<file path="src/rtl/cvxif_issue_arbiter.sv">
// -----------------------------------------------------------------------------
// cvxif_issue_arbiter
//
// Lets two cores share one CV-X-IF coprocessor.
//
//  Issue side : the two requesters are arbitrated round-robin. The winner's
//               instruction, operands and ID are forwarded to the coprocessor,
//               and the requester index is prepended to the ID so that results
//               can be routed back. A grant that is not accepted right away is
//               locked, so the coprocessor sees stable data until it accepts.
//  Result side: results are registered in a 1-entry buffer and presented to
//               the owning requester on a shared data bus. The buffer refills
//               in the same cycle that it drains, so back-to-back results need
//               no bubble cycles.
//  Accounting : each requester may have at most MaxOutstanding offloads in
//               flight. A result for a requester with nothing in flight is
//               still delivered, and err_o pulses for that cycle.
//
// Ports
//  clk_i, rst_ni        clock, asynchronous active-low reset
//  req_*_i / req_ready_o  issue channel from the two requesters. Vectors are
//                       flattened: requester r uses slice [r*W +: W]
//  co_valid_o ... co_id_o, co_ready_i
//                       issue channel to the coprocessor; co_id_o = {r, id}
//  co_res_*_i, co_res_ready_o
//                       result channel from the coprocessor (tagged ID)
//  res_valid_o[r], res_ready_i[r]
//                       per-requester result handshake
//  res_id_o, res_data_o, res_rd_o, res_we_o
//                       shared result bus, tag stripped from the ID
//  err_o                pulses when a result is delivered to a requester
//                       whose outstanding count is already zero
// -----------------------------------------------------------------------------
module cvxif_issue_arbiter #(
    parameter int unsigned XLEN           = 64,
    parameter int unsigned IdWidth        = 3,
    parameter int unsigned MaxOutstanding = 4
) (
    input  logic                   clk_i,
    input  logic                   rst_ni,

    input  logic [1:0]             req_valid_i,
    output logic [1:0]             req_ready_o,
    input  logic [2*32-1:0]        req_instr_i,
    input  logic [2*XLEN-1:0]      req_rs1_i,
    input  logic [2*XLEN-1:0]      req_rs2_i,
    input  logic [2*IdWidth-1:0]   req_id_i,

    output logic                   co_valid_o,
    input  logic                   co_ready_i,
    output logic [31:0]            co_instr_o,
    output logic [XLEN-1:0]        co_rs1_o,
    output logic [XLEN-1:0]        co_rs2_o,
    output logic [IdWidth:0]       co_id_o,

    input  logic                   co_res_valid_i,
    output logic                   co_res_ready_o,
    input  logic [IdWidth:0]       co_res_id_i,
    input  logic [XLEN-1:0]        co_res_data_i,
    input  logic [4:0]             co_res_rd_i,
    input  logic                   co_res_we_i,

    output logic [1:0]             res_valid_o,
    input  logic [1:0]             res_ready_i,
    output logic [IdWidth-1:0]     res_id_o,
    output logic [XLEN-1:0]        res_data_o,
    output logic [4:0]             res_rd_o,
    output logic                   res_we_o,

    output logic                   err_o
);

    localparam int unsigned         CntWidth = $clog2(MaxOutstanding + 1);
    localparam logic [CntWidth-1:0] CntMax   = CntWidth'(MaxOutstanding);

    typedef enum logic {
        IDLE = 1'b0,
        LOCK = 1'b1
    } state_e;

    // -------------------------------------------------------------------------
    // State
    // -------------------------------------------------------------------------
    state_e              state_q;
    logic                lock_q;       // requester held while in LOCK
    logic                rr_q;         // preferred requester on a tie

    logic [CntWidth-1:0] cnt_q [2];
    logic [CntWidth-1:0] cnt_d [2];

    logic                buf_v_q;
    logic                buf_owner_q;
    logic [IdWidth-1:0]  buf_id_q;
    logic [XLEN-1:0]     buf_data_q;
    logic [4:0]          buf_rd_q;
    logic                buf_we_q;

    // -------------------------------------------------------------------------
    // Arbitration
    // -------------------------------------------------------------------------
    logic [1:0] eligible;
    logic       gnt;
    logic       gnt_valid;
    logic       issue_hs;

    // NOTE: every signal written here gets a default at the top of the block,
    // so no path through the if/case can leave it unassigned and infer a latch.
    always_comb begin
        gnt         = rr_q;
        gnt_valid   = 1'b0;
        eligible[0] = req_valid_i[0] && (cnt_q[0] < CntMax);
        eligible[1] = req_valid_i[1] && (cnt_q[1] < CntMax);

        if (state_q == LOCK) begin
            // The held requester keeps the grant whatever the other side does;
            // its count cannot have grown while locked, so no eligibility test.
            gnt       = lock_q;
            gnt_valid = req_valid_i[lock_q];
        end else begin
            case (eligible)
                2'b01:   gnt = 1'b0;
                2'b10:   gnt = 1'b1;
                default: gnt = rr_q;
            endcase
            gnt_valid = |eligible;
        end

        // Outputs read as zero while reset is asserted, even with requesters
        // still raising valid, so the coprocessor never sees a stale issue.
        gnt_valid = gnt_valid && rst_ni;
    end

    assign issue_hs    = gnt_valid && co_ready_i;
    assign co_valid_o  = gnt_valid;
    assign req_ready_o = {issue_hs && gnt, issue_hs && !gnt};

    // Forward the granted requester's payload; zeros when nothing is granted.
    always_comb begin
        co_instr_o = '0;
        co_rs1_o   = '0;
        co_rs2_o   = '0;
        co_id_o    = '0;
        if (gnt_valid) begin
            if (gnt) begin
                co_instr_o = req_instr_i[32 +: 32];
                co_rs1_o   = req_rs1_i[XLEN +: XLEN];
                co_rs2_o   = req_rs2_i[XLEN +: XLEN];
                co_id_o    = {1'b1, req_id_i[IdWidth +: IdWidth]};
            end else begin
                co_instr_o = req_instr_i[0 +: 32];
                co_rs1_o   = req_rs1_i[0 +: XLEN];
                co_rs2_o   = req_rs2_i[0 +: XLEN];
                co_id_o    = {1'b0, req_id_i[0 +: IdWidth]};
            end
        end
    end

    // NOTE: state registers use non-blocking assignments so every flop samples
    // the pre-edge values of the others, independent of statement order.
    always_ff @(posedge clk_i or negedge rst_ni) begin
        if (!rst_ni) begin
            state_q <= IDLE;
            lock_q  <= 1'b0;
            rr_q    <= 1'b0;
        end else begin
            case (state_q)
                IDLE: begin
                    if (gnt_valid) begin
                        if (co_ready_i) begin
                            rr_q <= ~gnt;
                        end else begin
                            state_q <= LOCK;
                            lock_q  <= gnt;
                        end
                    end
                end
                LOCK: begin
                    if (!req_valid_i[lock_q]) begin
                        // Requester withdrew its issue: release without counting.
                        state_q <= IDLE;
                    end else if (co_ready_i) begin
                        state_q <= IDLE;
                        rr_q    <= ~lock_q;
                    end
                end
                default: state_q <= IDLE;
            endcase
        end
    end

    // -------------------------------------------------------------------------
    // Result buffer
    // -------------------------------------------------------------------------
    logic capture;
    logic deliver;

    assign deliver        = buf_v_q && res_ready_i[buf_owner_q];
    // A draining buffer can accept the next result in the same cycle.
    assign co_res_ready_o = rst_ni && (!buf_v_q || res_ready_i[buf_owner_q]);
    assign capture        = co_res_valid_i && co_res_ready_o;

    // NOTE: the payload registers are reset along with the valid bit because
    // they drive the shared result bus directly, which must read 0 after reset.
    always_ff @(posedge clk_i or negedge rst_ni) begin
        if (!rst_ni) begin
            buf_v_q     <= 1'b0;
            buf_owner_q <= 1'b0;
            buf_id_q    <= '0;
            buf_data_q  <= '0;
            buf_rd_q    <= '0;
            buf_we_q    <= 1'b0;
        end else if (capture) begin
            buf_v_q     <= 1'b1;
            buf_owner_q <= co_res_id_i[IdWidth];
            buf_id_q    <= co_res_id_i[IdWidth-1:0];
            buf_data_q  <= co_res_data_i;
            buf_rd_q    <= co_res_rd_i;
            buf_we_q    <= co_res_we_i;
        end else if (deliver) begin
            buf_v_q     <= 1'b0;
        end
    end

    assign res_valid_o = {buf_v_q && buf_owner_q, buf_v_q && !buf_owner_q};
    assign res_id_o    = buf_id_q;
    assign res_data_o  = buf_data_q;
    assign res_rd_o    = buf_rd_q;
    assign res_we_o    = buf_we_q;

    // -------------------------------------------------------------------------
    // Outstanding counters
    // -------------------------------------------------------------------------
    logic [1:0] inc;
    logic [1:0] dec;
    logic [1:0] cnt_zero;

    assign inc = req_ready_o;
    assign dec = res_valid_o & res_ready_i;

    always_comb begin
        for (int r = 0; r < 2; r++) begin
            cnt_zero[r] = (cnt_q[r] == '0);
            cnt_d[r]    = cnt_q[r];
            // A delivery against an empty count is flagged, never underflows.
            if (inc[r] && !(dec[r] && !cnt_zero[r])) begin
                cnt_d[r] = cnt_q[r] + CntWidth'(1);
            end else if (!inc[r] && dec[r] && !cnt_zero[r]) begin
                cnt_d[r] = cnt_q[r] - CntWidth'(1);
            end
        end
    end

    assign err_o = |(dec & cnt_zero);

    always_ff @(posedge clk_i or negedge rst_ni) begin
        if (!rst_ni) begin
            for (int r = 0; r < 2; r++) begin
                cnt_q[r] <= '0;
            end
        end else begin
            for (int r = 0; r < 2; r++) begin
                cnt_q[r] <= cnt_d[r];
            end
        end
    end

endmodule

</file>
<file path="config.mk">
export PLATFORM = sky130hd
export DESIGN_NAME = cvxif_issue_arbiter
export DESIGN_NICKNAME = d
export VERILOG_FILES = /design/src/rtl/cvxif_issue_arbiter.sv
export SDC_FILE = /design/constraint.sdc
export NUM_CORES = 1
export LEC_CHECK = 0
export CORE_AREA = 4 4 255 257
export CTS_BUF_LIST = sky130_fd_sc_hd__clkbuf_8 sky130_fd_sc_hd__clkbuf_16
export DETAILED_ROUTE_END_ITERATION = 8
export DIE_AREA = 0 0 259 261
export GPL_TIMING_DRIVEN = 0
export PLACE_DENSITY_LB_ADDON = 0.15
export SYNTH_ARGS = -nofsm -noshare
export SYNTH_HDL_FRONTEND = slang
export SYNTH_SLANG_ARGS = --single-unit
</file>
<file path="constraint.sdc">
create_clock -name clk_i -period 3.5 [get_ports clk_i]
set_clock_uncertainty 0.05 [all_clocks]
set_input_delay 0.7 -clock clk_i [delete_from_list [all_inputs] [get_ports clk_i]]
set_output_delay 0.7 -clock clk_i [all_outputs]
set_load 0.05 [all_outputs]
</file>
# Yosys cells after proc, flatten, opt, wreduce, memory -nomap -nowiden
# Index checks and enable logic that the tools add are counted.
[word_totals]
register_bits = 84
latchBits = 0
mem_bits_rw = 0
mem_bits_ro = 0
in_bits = 408
out_inout_bits = 244
elab_cells = 99
mem_count = 0
[op_classes]
n_addsub = 4
multipliers = 0
div_mod_pow = 0
n_lt_le_gt_ge = 4
eq_ne = 6
shifts = 0
n_mux = 30
bitwise_logic = 6
reduce_logical = 38
[op_table]
columns = ["cell", "n"]
rows = [
  ["$mux 64", 4],
  ["$mux 32", 2],
  ["$logic_and 1x1->1", 19],
  ["$mux 1", 15],
  ["$mux 3", 4],
  ["$logic_not 1->1", 9],
  ["$mux 4", 2],
  ["$add 3x1->3 const B", 2],
  ["$logic_not 3->1", 2],
  ["$lt 3x3->1 const B", 2],
  ["$ne 2x2->1 const B", 3],
  ["$pmux 1 s2", 3],
  ["$reduce_bool 2->1", 3],
  ["$sub 3x1->3 const B", 2],
  ["$and 2x2->2", 2],
  ["$lt 1x2->1 const B", 2],
  ["$not 1->1", 4],
  ["$reduce_and 4->1", 1],
  ["$reduce_or 2->1", 2],
  ["$reduce_and 3->1", 1],
  ["$eq 2x1->1 const B", 1],
  ["$eq 2x2->1 const B", 1],
  ["$ne 2x1->1 const B", 1],
  ["$logic_or 1x1->1", 1],
]

# Longest topological paths before layout
[depth]
ltp_word = 12
mapped_depth = 12
ltp_nobuf = 12

# Worst setup path before layout
# Ideal clock, no wire load.
[synth_timing]
path_kind = "input port to output port"
start = "input port req_valid_i[0]"
end = "output port co_id_o[0]"
t_arrival_ns = 3.039
t_required_ns = 2.750
slack_ns = -0.289
cell_stages = 8
n_path_buf = 2
path_cell_list = "nand2b_1 -> ha_1 -> mux2_2 -> mux2i_1 -> clkbuf_1 -> buf_2 -> nand2_1 -> a21oi_1"
[synth_between]
elab_chain_len = 6
elab_cells_between_ends = 12
cone_classes = "eq/ne: 2; mux: 7; reduce/logical: 3"
[synth_lines]
columns = ["item", "line", "rtl"]
rows = [
  ["start, declared", "42", "input logic [1:0] req_valid_i,"],
  ["$logic_and 1x1->1", "111", "eligible[0] = req_valid_i[0] && (cnt_q[0] < CntMax);"],
  ["$eq 2x2->1 or $eq 2x1->1 (tied branches)", "120", "case (eligible)"],
  ["$pmux 1 s2", "120", ""],
  ["$mux 1", "114", "if (state_q == LOCK) begin"],
  ["$mux 4", "144", "if (gnt) begin"],
  ["$mux 4 *", "143", "if (gnt_valid) begin"],
  ["end, declared", "54", "output logic [IdWidth:0] co_id_o,"],
]
# Mark *: on every way between the ends. The rest lies on a longest branch, timed or not. The select of a mux whose other input is x is not followed.

# Worst setup path in the final report
[layout_timing]
start = "register cnt_q[5] in the netlist's numbering"
end = "output port co_rs1_o[12]"
[layout_between]
elab_chain_len = 7
elab_cells_between_ends = 11
cone_classes = "order compare: 1; eq/ne: 2; mux: 5; reduce/logical: 3"
[layout_lines]
columns = ["item", "line", "rtl"]
rows = [
  ["start, declared", "88", "logic [CntWidth-1:0] cnt_q [2];"],
  ["start signal, assigned by index", "262", "cnt_q[r] <= cnt_d[r];"],
  ["$lt 3x3->1 *", "111", ""],
  ["$logic_and 1x1->1 *", "111", ""],
  ["$eq 2x2->1 or $eq 2x1->1 (tied branches)", "120", ""],
  ["$pmux 1 s2", "120", ""],
  ["$mux 1", "114", ""],
  ["$mux 64", "144", ""],
  ["$mux 64 *", "143", ""],
  ["end, declared", "52", "output logic [XLEN-1:0] co_rs1_o,"],
]
# Mark *: on every way between the ends. The rest lies on a longest branch, timed or not.

==> flow_summary.yaml <==
timing:
  report.final.slew_viol_count: 0
  timing.final.ws_setup_ns: 0.0913
  slew-limit-headroom: 0.559
  max_freq_mhz: 293
  worst_slew_pin_slew_ns: 0.662
  post_route_clock_period_utilization: 0.974
  hold_viol: 0
  setup_viol: 0
  final_period_minus_worst_setup_slack_ns: 3.41
  final.setup.tns_ns: 0
  rsz0062_at_grt: "no"
yosys:
  yosys_warnings: 0
  yosysTopAreaCellShare: 0.371
  synthesis_stage_register_bit_count: 84
  post_synth_net_total: 1178
  synthTopCellsByArea: "sky130_fd_sc_hd__dfrtp_1 37%, sky130_fd_sc_hd__nand2_1 22%, sky130_fd_sc_hd__mux2_2 16%"
  yosys.area.top_type: "sky130_fd_sc_hd__dfrtp_1"
  synth-seq-area-share: 0.371
  syn_inst: 766
  yosys.cell_types.count: 26
  synth.avg_cell_area_um2: 7.39
  synth_area_mm2: 0.00566
drt:
  routed_wirelength_um: 42700
  routed_wire_length_per_instance_um: 18.6
  drc: 0
  first_iter_violations: 224
  dr_total_vias: 7904
  avgViaCountPerCell: 3.45
  detail-route-antenna-nets: 0
  drt_first_pass_iters: 4
die:
  die_height_um: 261
  die-area_mm2: 0.0676
  boundaryPins: 652
  initial_utilization: 0.0902
  rows: 92
  die_x_um: 259
  core_area_mm2: 0.0627
layout:
  final_cell_area_mm2: 0.0146
  design.final.nets: 1850
  multi_input_area_mm2: 0.00398
  flow.area_growth_from_synthesis_pct: 158
  ratio_of_cells_with_drive_above_1_in_the_final_layout: 0.351
  seq_area_mm2: 0.00210
  antenna_cells: 0
  nFillCells: 6942
  layout.cells.non_filler: 2289
place:
  io_buffer_count: 651
  pre_cts_ws_ns: -2.50
  detailed_place.area_mm2: 0.0139
  hpwl_um: 36000
  final_replace_weighted_congestion: 0.764
  place_inst: 2264
worst_setup_path:
  slowest_delay_ns: 0.40
  timing.critical_path.from_type: "flip-flop"
  reg2reg_depth: 13
  slowest_stage: "sky130_fd_sc_hd__dfrtp_1"
  reg2reg_to: "cnt_q[5]"
  crit_path_cell_trace: "nand2b_4 > ha_4 > mux2_4 > mux2i_4 > buf_12 > clkbuf_16 > buf_8 > nand2_1 > a21oi_4 > buf_6"
  setup.worst_path.end_class: "primary output"
  r2r-start: "cnt_q[5]"
  timing_worst_setup_path_type: "reg -> out"
  crit_arrival_ns: 2.66
  crit_cells: 10
  reg2reg_slack_ns: 0.59
  maximum_fanout_count_along_the_critical_path: 10
  worstPathBufferInverterCount: 4
  critPathTopFamily: "buffers and inverters"
  required_ns: 2.75
cts:
  worst_setup_hold_path_clk_slew_ns: 0.07
  clock_insertion_delay_worst_skew_ns: 0.35
  root_buffer_master: "sky130_fd_sc_hd__clkbuf_16"
  cts_hold_buffers: 0
  tritoncts_sinks: 84
  cts_made_buffers: 9
  tritoncts: "built"
  clockBufferDepth: 2
  cts_max_level: 3
outcome:
  outcome: "completed"
grt:
  grt_busiest_layer: "met2"
  grt_pass1_vias: 8597
  grt_usage: 0.117
  wire_length_of_the_first_global_routing_pass_um: 59100
  globalRoute.totalOverflow: 0
  largest_net_degree_at_the_start_of_global_routing: 34
  met2_global_route_usage: 0.233
  antenna_found_initial: 1
  grt_use_met3: 0.0353
  met1_usage: 0.123
job:
  number_of_violations_of_the_max_capacitance_limit: 0
power:
  static-leakage-power_uw: 0.00586
  vdd_ir_drop_max_mv: 0.280
  power.density_cell_area_mw_per_mm2: 804
  total_power_uw: 11800
worst_hold_path:
  hold_path_class: "in -> async"
==> cells in the mapped netlist <==
library cell / count
sky130_fd_sc_hd__nor3_1: 1
sky130_fd_sc_hd__a311o_1: 1
sky130_fd_sc_hd__ha_1: 2
sky130_fd_sc_hd__o22ai_1: 1
sky130_fd_sc_hd__o31ai_1: 1
sky130_fd_sc_hd__clkbuf_1: 40
sky130_fd_sc_hd__nand2b_1: 4
sky130_fd_sc_hd__or3_1: 2
sky130_fd_sc_hd__mux2_2: 80
sky130_fd_sc_hd__a211o_1: 1
sky130_fd_sc_hd__fa_1: 2
sky130_fd_sc_hd__nor2_1: 3
sky130_fd_sc_hd__nor3_4: 1
sky130_fd_sc_hd__nand2_1: 332
sky130_fd_sc_hd__buf_2: 22
sky130_fd_sc_hd__xnor2_1: 4
sky130_fd_sc_hd__nor2b_1: 2
sky130_fd_sc_hd__dfrtp_1: 84
sky130_fd_sc_hd__inv_1: 5
sky130_fd_sc_hd__and2_1: 3
sky130_fd_sc_hd__a21oi_1: 163
sky130_fd_sc_hd__nand3_1: 4
sky130_fd_sc_hd__o21ai_0: 2
sky130_fd_sc_hd__a31oi_1: 1
sky130_fd_sc_hd__xor2_1: 2
sky130_fd_sc_hd__mux2i_1: 3
==> cells in the final DEF (no fill, tap or decap), drive strengths merged, types with 2 or more instances in the layout <==
master,instances
ha,2
a21oi,163
nor3,2
nand3,4
dfrtp,84
o21ai,2
nor2b,2
clkdlybuf4s50,481
nor2,3
and2,3
buf,197
nand2,332
fa,2
nand2b,4
mux2,80
inv,6
clkbuf,48
mux2i,3
or3,2
xor2,2
xnor2,4
clkdlybuf4s15,3
bufinv,4
==> kinds of logic (layout without fill, tap and decap cells) <==
kind of cell / Yosys count / count (layout) / synth area share
xor gates and xnor gates: 6 / 6 / 0.00928
and+or+nand+nor: 352 / 352 / 0.242
muxes: 83 / 83 / 0.164
AOI/OAI and AO/OA: 170 / 170 / 0.153
adders and majority gates: 4 / 4 / 0.0115
buffers and inverters: 67 / 744 / 0.0493
DFF: 84 / 84 / 0.371
==> flip-flops by register name, summed over array words and instances, names as in the netlist <==
signal,cells
res_we_o,1
rr_q,1
buf_v_q,1
state_q,1
res_id_o,3
res_rd_o,5
res_data_o,64
cnt_q,6
lock_q,1
buf_owner_q,1
==> routing by layer <==
metal / vias to the layer above / routed length [µm]
met5: - / 0
met4: 0 / 414
met3: 16 / 3420
met2: 335 / 23700
met1: 3687 / 15100
li1: 3866 / -
==> worst max-delay path by stage <==
| stage | to | start |
|---|---|---|
| global route | co_rs1_o[21] | cnt_q[5] |
| CTS | co_rs2_o[22] | rst_ni |
| finish | co_rs1_o[12] | cnt_q[5] |
| global placement | co_rs2_o[62] | rst_ni |
| detailed placement | co_rs2_o[62] | req_valid_i[1] |
| floorplan | co_id_o[0] | req_valid_i[0] |
==> stage by stage <==
| stage | util | hold WS (ns) |
|---|---|---|
| after detailed placement | 0.221 | 0.424 |
| after global routing | 0.233 | 0.140 |
| after global placement | 0.221 | 0.435 |
| final | 0.233 | 0.133 |
| after CTS | 0.230 | 0.129 |
| after floorplan | - | 0.354 |
==> power breakdown <==
group / total [µW] / leakage (µW) / switching (µW) / internal, µW
Clock: 1180 / 0.000177 / 416 / 769
Combinational: 9130 / 0.00469 / 5880 / 3250
Sequential: 1450 / 0.000985 / 178 / 1270
Total: 11800 / 0.00586 / 6470 / 5290
==> timing repair <==
item | in CTS | in global routing
endpoints found under the setup margin | 170 | 160
pin swaps | 11 | 6
buffers inserted | 6 | 1
resized for setup | 1130 | 70
gates cloned | 3 | 0
==> final cells by class <==
cell class | count | area share
Tap cell | 846 | 0.0724
Multi-Input combinational cell | 615 | 0.272
Buffer | 62 | 0.0378
Sequential cell | 84 | 0.144
Timing Repair Buffer | 661 | 0.448
Clock buffer | 9 | 0.0154
Inverter | 5 | 0.00128
Clock inverter | 7 | 0.00958
(Power assumes the default switching activity.)
